--- config.mk ---
export PLATFORM = sky130hd
export DESIGN_NAME = flash_arb_flat
export DESIGN_NICKNAME = d
export VERILOG_FILES = /design/src/rtl/flash_arb_if.sv /design/src/rtl/flash_arb.sv /design/src/flat_wrapper.sv
export SDC_FILE = /design/constraint.sdc
export NUM_CORES = 1
export LEC_CHECK = 0
export ABC_AREA = 0
export ABC_CLOCK_PERIOD_IN_PS = 2400
export CAP_MARGIN = 15
export CORE_MARGIN = 10
export CORE_UTILIZATION = 27
export DETAILED_ROUTE_END_ITERATION = 10
export GPL_ROUTABILITY_DRIVEN = 1
export GPL_TIMING_DRIVEN = 0
export HOLD_SLACK_MARGIN = 0.15
export PLACE_DENSITY_LB_ADDON = 0.2
export SLEW_MARGIN = 15
export SYNTH_ARGS = -nofsm -noshare
export SYNTH_HDL_FRONTEND = slang
export SYNTH_SLANG_ARGS = --single-unit
--- constraint.sdc ---
create_clock -name wb_clk -period 2.4 [get_ports wb_clk]
set_input_delay 0.48 -clock wb_clk [delete_from_list [all_inputs] [get_ports wb_clk]]
set_output_delay 0.48 -clock wb_clk [all_outputs]
set_load 0.05 [all_outputs]
--- src/rtl/flash_arb_if.sv ---
// Wishbone-classic read channel (cyc/adr out of the master, ack/rdt back).
// One instance per requester and one toward the SPI flash controller.
interface flash_arb_if;
  logic        cyc;
  logic [31:0] adr;
  logic        ack;
  logic [31:0] rdt;

  modport master (output cyc, output adr, input ack, input rdt);
  modport slave (input cyc, input adr, output ack, output rdt);
endinterface

--- src/rtl/flash_arb.sv ---
// Two-requester arbiter for the SPI flash controller: A has fixed priority, B is bounded-starvation.
// Optional macro FLASH_ARB_TIMEOUT_EN adds a grant watchdog that fakes an ack and flags timeout_err.
module flash_arb #(
  parameter int MAX_A   = 4,
  parameter int TIMEOUT = 1024
) (
  input  logic         wb_clk,
  input  logic         wb_rst,
  flash_arb_if.slave   a_bus,
  flash_arb_if.slave   b_bus,
  flash_arb_if.master  x_bus,
  output logic         busy,
  output logic         grant_b,
  output logic         timeout_err
);

  if (MAX_A < 1 || MAX_A > 15 || TIMEOUT < 2 || TIMEOUT > 65535) begin : g_bad_param
    $error("flash_arb: parameter out of range");
  end

  typedef enum logic [1:0] {IDLE, GNT_A, GNT_B, REL} state_t;

  localparam logic [3:0] MAX_A_V = 4'(MAX_A);

  state_t      state_q, state_d;
  logic [3:0]  starve_q, starve_d;
  logic        busy_q, busy_d;
  logic        grant_b_q, grant_b_d;

  logic        in_grant;
  logic        own_a;
  logic        own_b;
  logic        owner_cyc;
  logic [31:0] owner_adr;
  logic        owner_ack;
  logic [31:0] owner_rdt;
  logic        wd_hit;

  assign own_a     = (state_q == GNT_A);
  assign own_b     = (state_q == GNT_B);
  assign in_grant  = own_a | own_b;
  assign owner_cyc = own_a ? a_bus.cyc : (own_b ? b_bus.cyc : 1'b0);
  assign owner_adr = own_a ? a_bus.adr : b_bus.adr;

`ifdef FLASH_ARB_TIMEOUT_EN
  localparam logic [15:0] WD_LIM = 16'(TIMEOUT - 1);

  logic [15:0] wdog_q, wdog_d;
  logic        timeout_err_q, timeout_err_d;

  // Counter is held at zero outside a grant, so grant cycle k sees k-1.
  assign wd_hit = in_grant & owner_cyc & ~x_bus.ack & (wdog_q == WD_LIM);

  always_comb begin
    wdog_d        = in_grant ? wdog_q + 16'd1 : 16'd0;
    timeout_err_d = timeout_err_q | wd_hit;
  end

  always_ff @(posedge wb_clk) begin
    if (wb_rst) begin
      wdog_q        <= 16'd0;
      timeout_err_q <= 1'b0;
    end else begin
      wdog_q        <= wdog_d;
      timeout_err_q <= timeout_err_d;
    end
  end

  assign timeout_err = timeout_err_q;
`else
  assign wd_hit      = 1'b0;
  assign timeout_err = 1'b0;
`endif

  // x_cyc follows the owner's cyc so an abort drops the request in the same cycle.
  assign x_bus.cyc = in_grant & owner_cyc & ~wd_hit;
  assign x_bus.adr = in_grant ? owner_adr : 32'd0;

  assign owner_ack = x_bus.ack | wd_hit;
  assign owner_rdt = wd_hit ? 32'd0 : x_bus.rdt;

  // Non-owner returns zeros since the results are ORed downstream.
  assign a_bus.ack = own_a & owner_ack;
  assign a_bus.rdt = own_a ? owner_rdt : 32'd0;
  assign b_bus.ack = own_b & owner_ack;
  assign b_bus.rdt = own_b ? owner_rdt : 32'd0;

  always_comb begin
    state_d  = state_q;
    starve_d = starve_q;
    case (state_q)
      IDLE: begin
        if (!b_bus.cyc) begin
          starve_d = 4'd0;
        end
        if (b_bus.cyc && (!a_bus.cyc || starve_q == MAX_A_V)) begin
          state_d  = GNT_B;
          starve_d = 4'd0;
        end else if (a_bus.cyc) begin
          state_d = GNT_A;
          if (b_bus.cyc && starve_q != MAX_A_V) begin
            starve_d = starve_q + 4'd1;
          end
        end
      end
      GNT_A, GNT_B: begin
        if (!owner_cyc || x_bus.ack || wd_hit) begin
          state_d = REL;
        end
      end
      default: state_d = IDLE;
    endcase
    busy_d    = (state_d != IDLE);
    grant_b_d = (state_d == GNT_B);
  end

  always_ff @(posedge wb_clk) begin
    if (wb_rst) begin
      state_q   <= IDLE;
      starve_q  <= 4'd0;
      busy_q    <= 1'b0;
      grant_b_q <= 1'b0;
    end else begin
      state_q   <= state_d;
      starve_q  <= starve_d;
      busy_q    <= busy_d;
      grant_b_q <= grant_b_d;
    end
  end

  assign busy    = busy_q;
  assign grant_b = grant_b_q;

endmodule

--- src/flat_wrapper.sv ---
// flat-port wrapper written by rule: the top's interface ports become plain ports
module flash_arb_flat 
#(
  parameter int MAX_A   = 4,
  parameter int TIMEOUT = 1024
)
  (wb_clk, wb_rst, busy, grant_b, timeout_err, a_bus_cyc, a_bus_adr, a_bus_ack, a_bus_rdt, b_bus_cyc, b_bus_adr, b_bus_ack, b_bus_rdt, x_bus_cyc, x_bus_adr, x_bus_ack, x_bus_rdt);
  flash_arb_if a_bus_i ();
  flash_arb_if b_bus_i ();
  flash_arb_if x_bus_i ();
  input  logic wb_clk;
  input  logic wb_rst;
  output logic busy;
  output logic grant_b;
  output logic timeout_err;
  input wire logic [$bits(a_bus_i.cyc)-1:0] a_bus_cyc;
  input wire logic [$bits(a_bus_i.adr)-1:0] a_bus_adr;
  output wire logic [$bits(a_bus_i.ack)-1:0] a_bus_ack;
  output wire logic [$bits(a_bus_i.rdt)-1:0] a_bus_rdt;
  input wire logic [$bits(b_bus_i.cyc)-1:0] b_bus_cyc;
  input wire logic [$bits(b_bus_i.adr)-1:0] b_bus_adr;
  output wire logic [$bits(b_bus_i.ack)-1:0] b_bus_ack;
  output wire logic [$bits(b_bus_i.rdt)-1:0] b_bus_rdt;
  output wire logic [$bits(x_bus_i.cyc)-1:0] x_bus_cyc;
  output wire logic [$bits(x_bus_i.adr)-1:0] x_bus_adr;
  input wire logic [$bits(x_bus_i.ack)-1:0] x_bus_ack;
  input wire logic [$bits(x_bus_i.rdt)-1:0] x_bus_rdt;
  assign a_bus_i.cyc = a_bus_cyc;
  assign a_bus_i.adr = a_bus_adr;
  assign a_bus_ack = a_bus_i.ack;
  assign a_bus_rdt = a_bus_i.rdt;
  assign b_bus_i.cyc = b_bus_cyc;
  assign b_bus_i.adr = b_bus_adr;
  assign b_bus_ack = b_bus_i.ack;
  assign b_bus_rdt = b_bus_i.rdt;
  assign x_bus_cyc = x_bus_i.cyc;
  assign x_bus_adr = x_bus_i.adr;
  assign x_bus_i.ack = x_bus_ack;
  assign x_bus_i.rdt = x_bus_rdt;
  flash_arb #(.MAX_A(MAX_A), .TIMEOUT(TIMEOUT)) u_core (.wb_clk(wb_clk), .wb_rst(wb_rst), .a_bus(a_bus_i), .b_bus(b_bus_i), .x_bus(x_bus_i), .busy(busy), .grant_b(grant_b), .timeout_err(timeout_err));
endmodule
==> impl_metrics.yaml <==
place:
  pre_cts_slack_ps: -434
  gp_congestion: 0.776
  dp_cells: 475
  port_buffers: 201
  dp_hpwl_um: 7760
  place_area_um2: 3600
critical_path:
  path_delay_family: "buffers and inverters"
  crit_required_ps: 1920
  cp-start-kind: "flip-flop"
  path_cells: "ha_1 > buf_6 > buf_4 > and2_1 > clkdlybuf4s15_2"
  crit_slowest_cell: "dfxtp_1"
  end_kind: "primary output"
  timing.critical_path.arrival_ps: 1800
  reg2reg_depth: 6
  path_depth: 5
  path_class: "flip-flop to primary output"
  critPathBufInv: 3
  path_max_fanout: 10
  cpPeakStageDelay_ps: 400
logic_synthesis:
  ys_ff_latch: 8
  synthCells: 202
  synthTopCellsByArea: "and2_1, mux2i_1, nor2b_1"
  yosys_warnings: 0
  syn_avg_cell_area_um2: 7.43
  synthesis.area_um2: 1500
  yosys.area.top_type: "and2_1"
  yosysSeqAreaShare: 0.107
  ys_types: 27
  syn-num-nets: 309
  synth.top_cell.area_share: 0.275
power:
  fin_total_pwr_mw: 4.53
  swShare: 0.647
  p_per_area_nw_per_um2: 1280
  ir_drop_v: 0.000895
  seq_power_share: 0.043
  power_frac_comb: 0.920
  p_switching_mw: 2.93
  leakage_nw: 1.53
  clockPowerShare: 0.036
  power.internal_mw: 1.60
layout:
  fillers: 502
  multi_input_area_um2: 1250
  final_common_cell: "clkdlybuf4s50_1"
  nets: 515
  drive_gt1_frac: 0.293
  finish.instance_area_um2: 3540
  final_cells: 478
  area_growth_pct: 136
  final_cell_mix: "clkdlybuf4s50_1, and2_1, clkdlybuf4s15_2, buf_2, nor2b_1"
  final_core_util: 0.651
  diodes: 0
  regArea_um2: 161
routing:
  drt-total-wl_um: 8730
  viasPerCell: 4.58
  ant_nets: 0
  drt_pass1_iterations: 4
  post_drt_wl_per_cell_um: 18.3
  drc_errors: 0
  vias: 2190
  drt_iter0_drc: 28
timing:
  rsz0062_at_grt: "true"
  finClkSkew_ps: 3.58
  setup_tns_ps: 0
  drv_slew: 0
  hold_viol: 0
  slew_headroom: 0.627
  fin_ws_ps: 119
  worst_pin_slew_ps: 562
  max_freq_ghz: 0.438
  period_needed_ps: 2280
  finalSetupViolCount: 0
  finalCritPeriodShare: 0.951
  hold-worst-slack_ps: 512
floorplan:
  dieArea_um2: 8940
  start_util: 0.276
  core_um2: 5440
  rows: 27
  dieHeight_um: 94.5
  boundaryPins: 203
  die_w_um: 94.5
outcome:
  status: "complete, no violations"
global_routing:
  antenna_found_initial: 0
  grt_pass1_wl_um: 12200
  grt.overflow.total: 0
  grt_pass1_vias: 2196
  grt_max_degree: 11
  grt_usage: 0.173
job:
  max_cap_viol_count: 0
cts:
  clock_path_buffers: 2
  cts_tree: "built"
  clock_tree.root_cell: "clkbuf_8"
  cts-buffers-inserted: 3
  htreeDepth: 1
  postCtsHoldBufs: 0
  cts_setup_buffers: 0
  cts.sinks: 8
  clkLatencyLatePin_ps: 230
  path_clk_slew_ps: 40
min_path:
  hold_class: "flip-flop to flip-flop"
  min_path_cells: 2
## flip-flops by register name, indices dropped and copies added (netlist names)
| register | cells |
|---|---|
| u_core.state_q | 2 |
| u_core.starve_q | 4 |
| u_core.grant_b | 1 |
| u_core.busy | 1 |
## routing by layer
layer,vias up,GRT usage,wire [µm]
met3,4,0.0738,966
li1,1069,-,-
met5,-,0,0
met4,0,0.0312,61
met1,987,0.169,3220
met2,130,0.334,4480
## cell usage after synthesis
library cell	instances
nor3b_1	1
nand2b_1	5
and3_1	1
o211a_1	1
o221ai_1	1
a31oi_1	2
a32oi_2	1
a21oi_1	2
nor2_1	2
inv_1	6
nand3b_1	3
nor2b_1	34
a21boi_0	1
conb_1	1
o21ai_0	1
ha_1	6
and2_1	66
nand4b_1	1
dfxtp_1	8
nand2_1	3
mux2i_1	32
buf_4	2
buf_2	5
clkbuf_1	9
a311oi_2	1
a211o_1	1
nand3_1	6
## final timing paths
| path | from | endpoint | slack, ps |
|---|---|---|---|
| setup / recovery | u_core.state_q[0] | a_bus_rdt[0] | 120 |
| hold / removal | u_core.starve_q[1] | u_core.starve_q[1] | 510 |
| setup reg to reg | u_core.state_q[0] | u_core.busy | 740 |
| hold reg to reg | u_core.starve_q[1] | u_core.starve_q[1] | 510 |
## final cells by class
cell class | instances | share of cell area
Buffer | 16 | 0.0283
Clock buffer | 3 | 0.0117
Inverter | 6 | 0.00636
Multi-Input combinational cell | 172 | 0.352
Sequential cell | 8 | 0.0456
Tap cell | 72 | 0.0255
Timing Repair Buffer | 201 | 0.530
## repair_timing
action,in CTS,in global routing
hold endpoints to repair,0,0
setup endpoints to repair,99,94
resized for setup,360,61
## worst reg2reg max path, cell delays in order, from the launching register on
cell and delay [ps]:
dfxtp_1 350, inv_1 100, ha_1 280, nand3b_1 150, a211o_1 330, a32oi_2 270, nand2b_1 80
## power groups by stage
| stage | Clock, mW | Sequential [mW] | Combinational, mW |
|---|---|---|---|
| 6_report | 0.163 | 0.197 | 4.17 |
| 3_5_place_dp | 0 | 0.197 | 4.46 |
| 4_1_cts | 0.169 | 0.195 | 4.17 |
| 2_1_floorplan | 0 | 0.250 | 2.90 |
| 3_3_place_gp | 0 | 0.196 | 4.43 |
| 5_1_grt | 0.179 | 0.202 | 4.39 |
## logic make-up (layout without fill, tap and decap cells)
| family | count (synthesis) | in the layout | share of synthesized area |
|---|---|---|---|
| AND/OR/NAND/NOR | 122 | 122 | 0.500 |
| multiplexers | 32 | 32 | 0.214 |
| buffers and inverters | 22 | 226 | 0.0642 |
| AO/OA/AOI/OAI | 11 | 11 | 0.0626 |
| flip-flops | 8 | 8 | 0.107 |
| adder cells (fa/ha/maj) | 6 | 6 | 0.0500 |
| other | 1 | 1 | 0.00250 |
No activity file was read; power rests on OpenSTA's default activity.
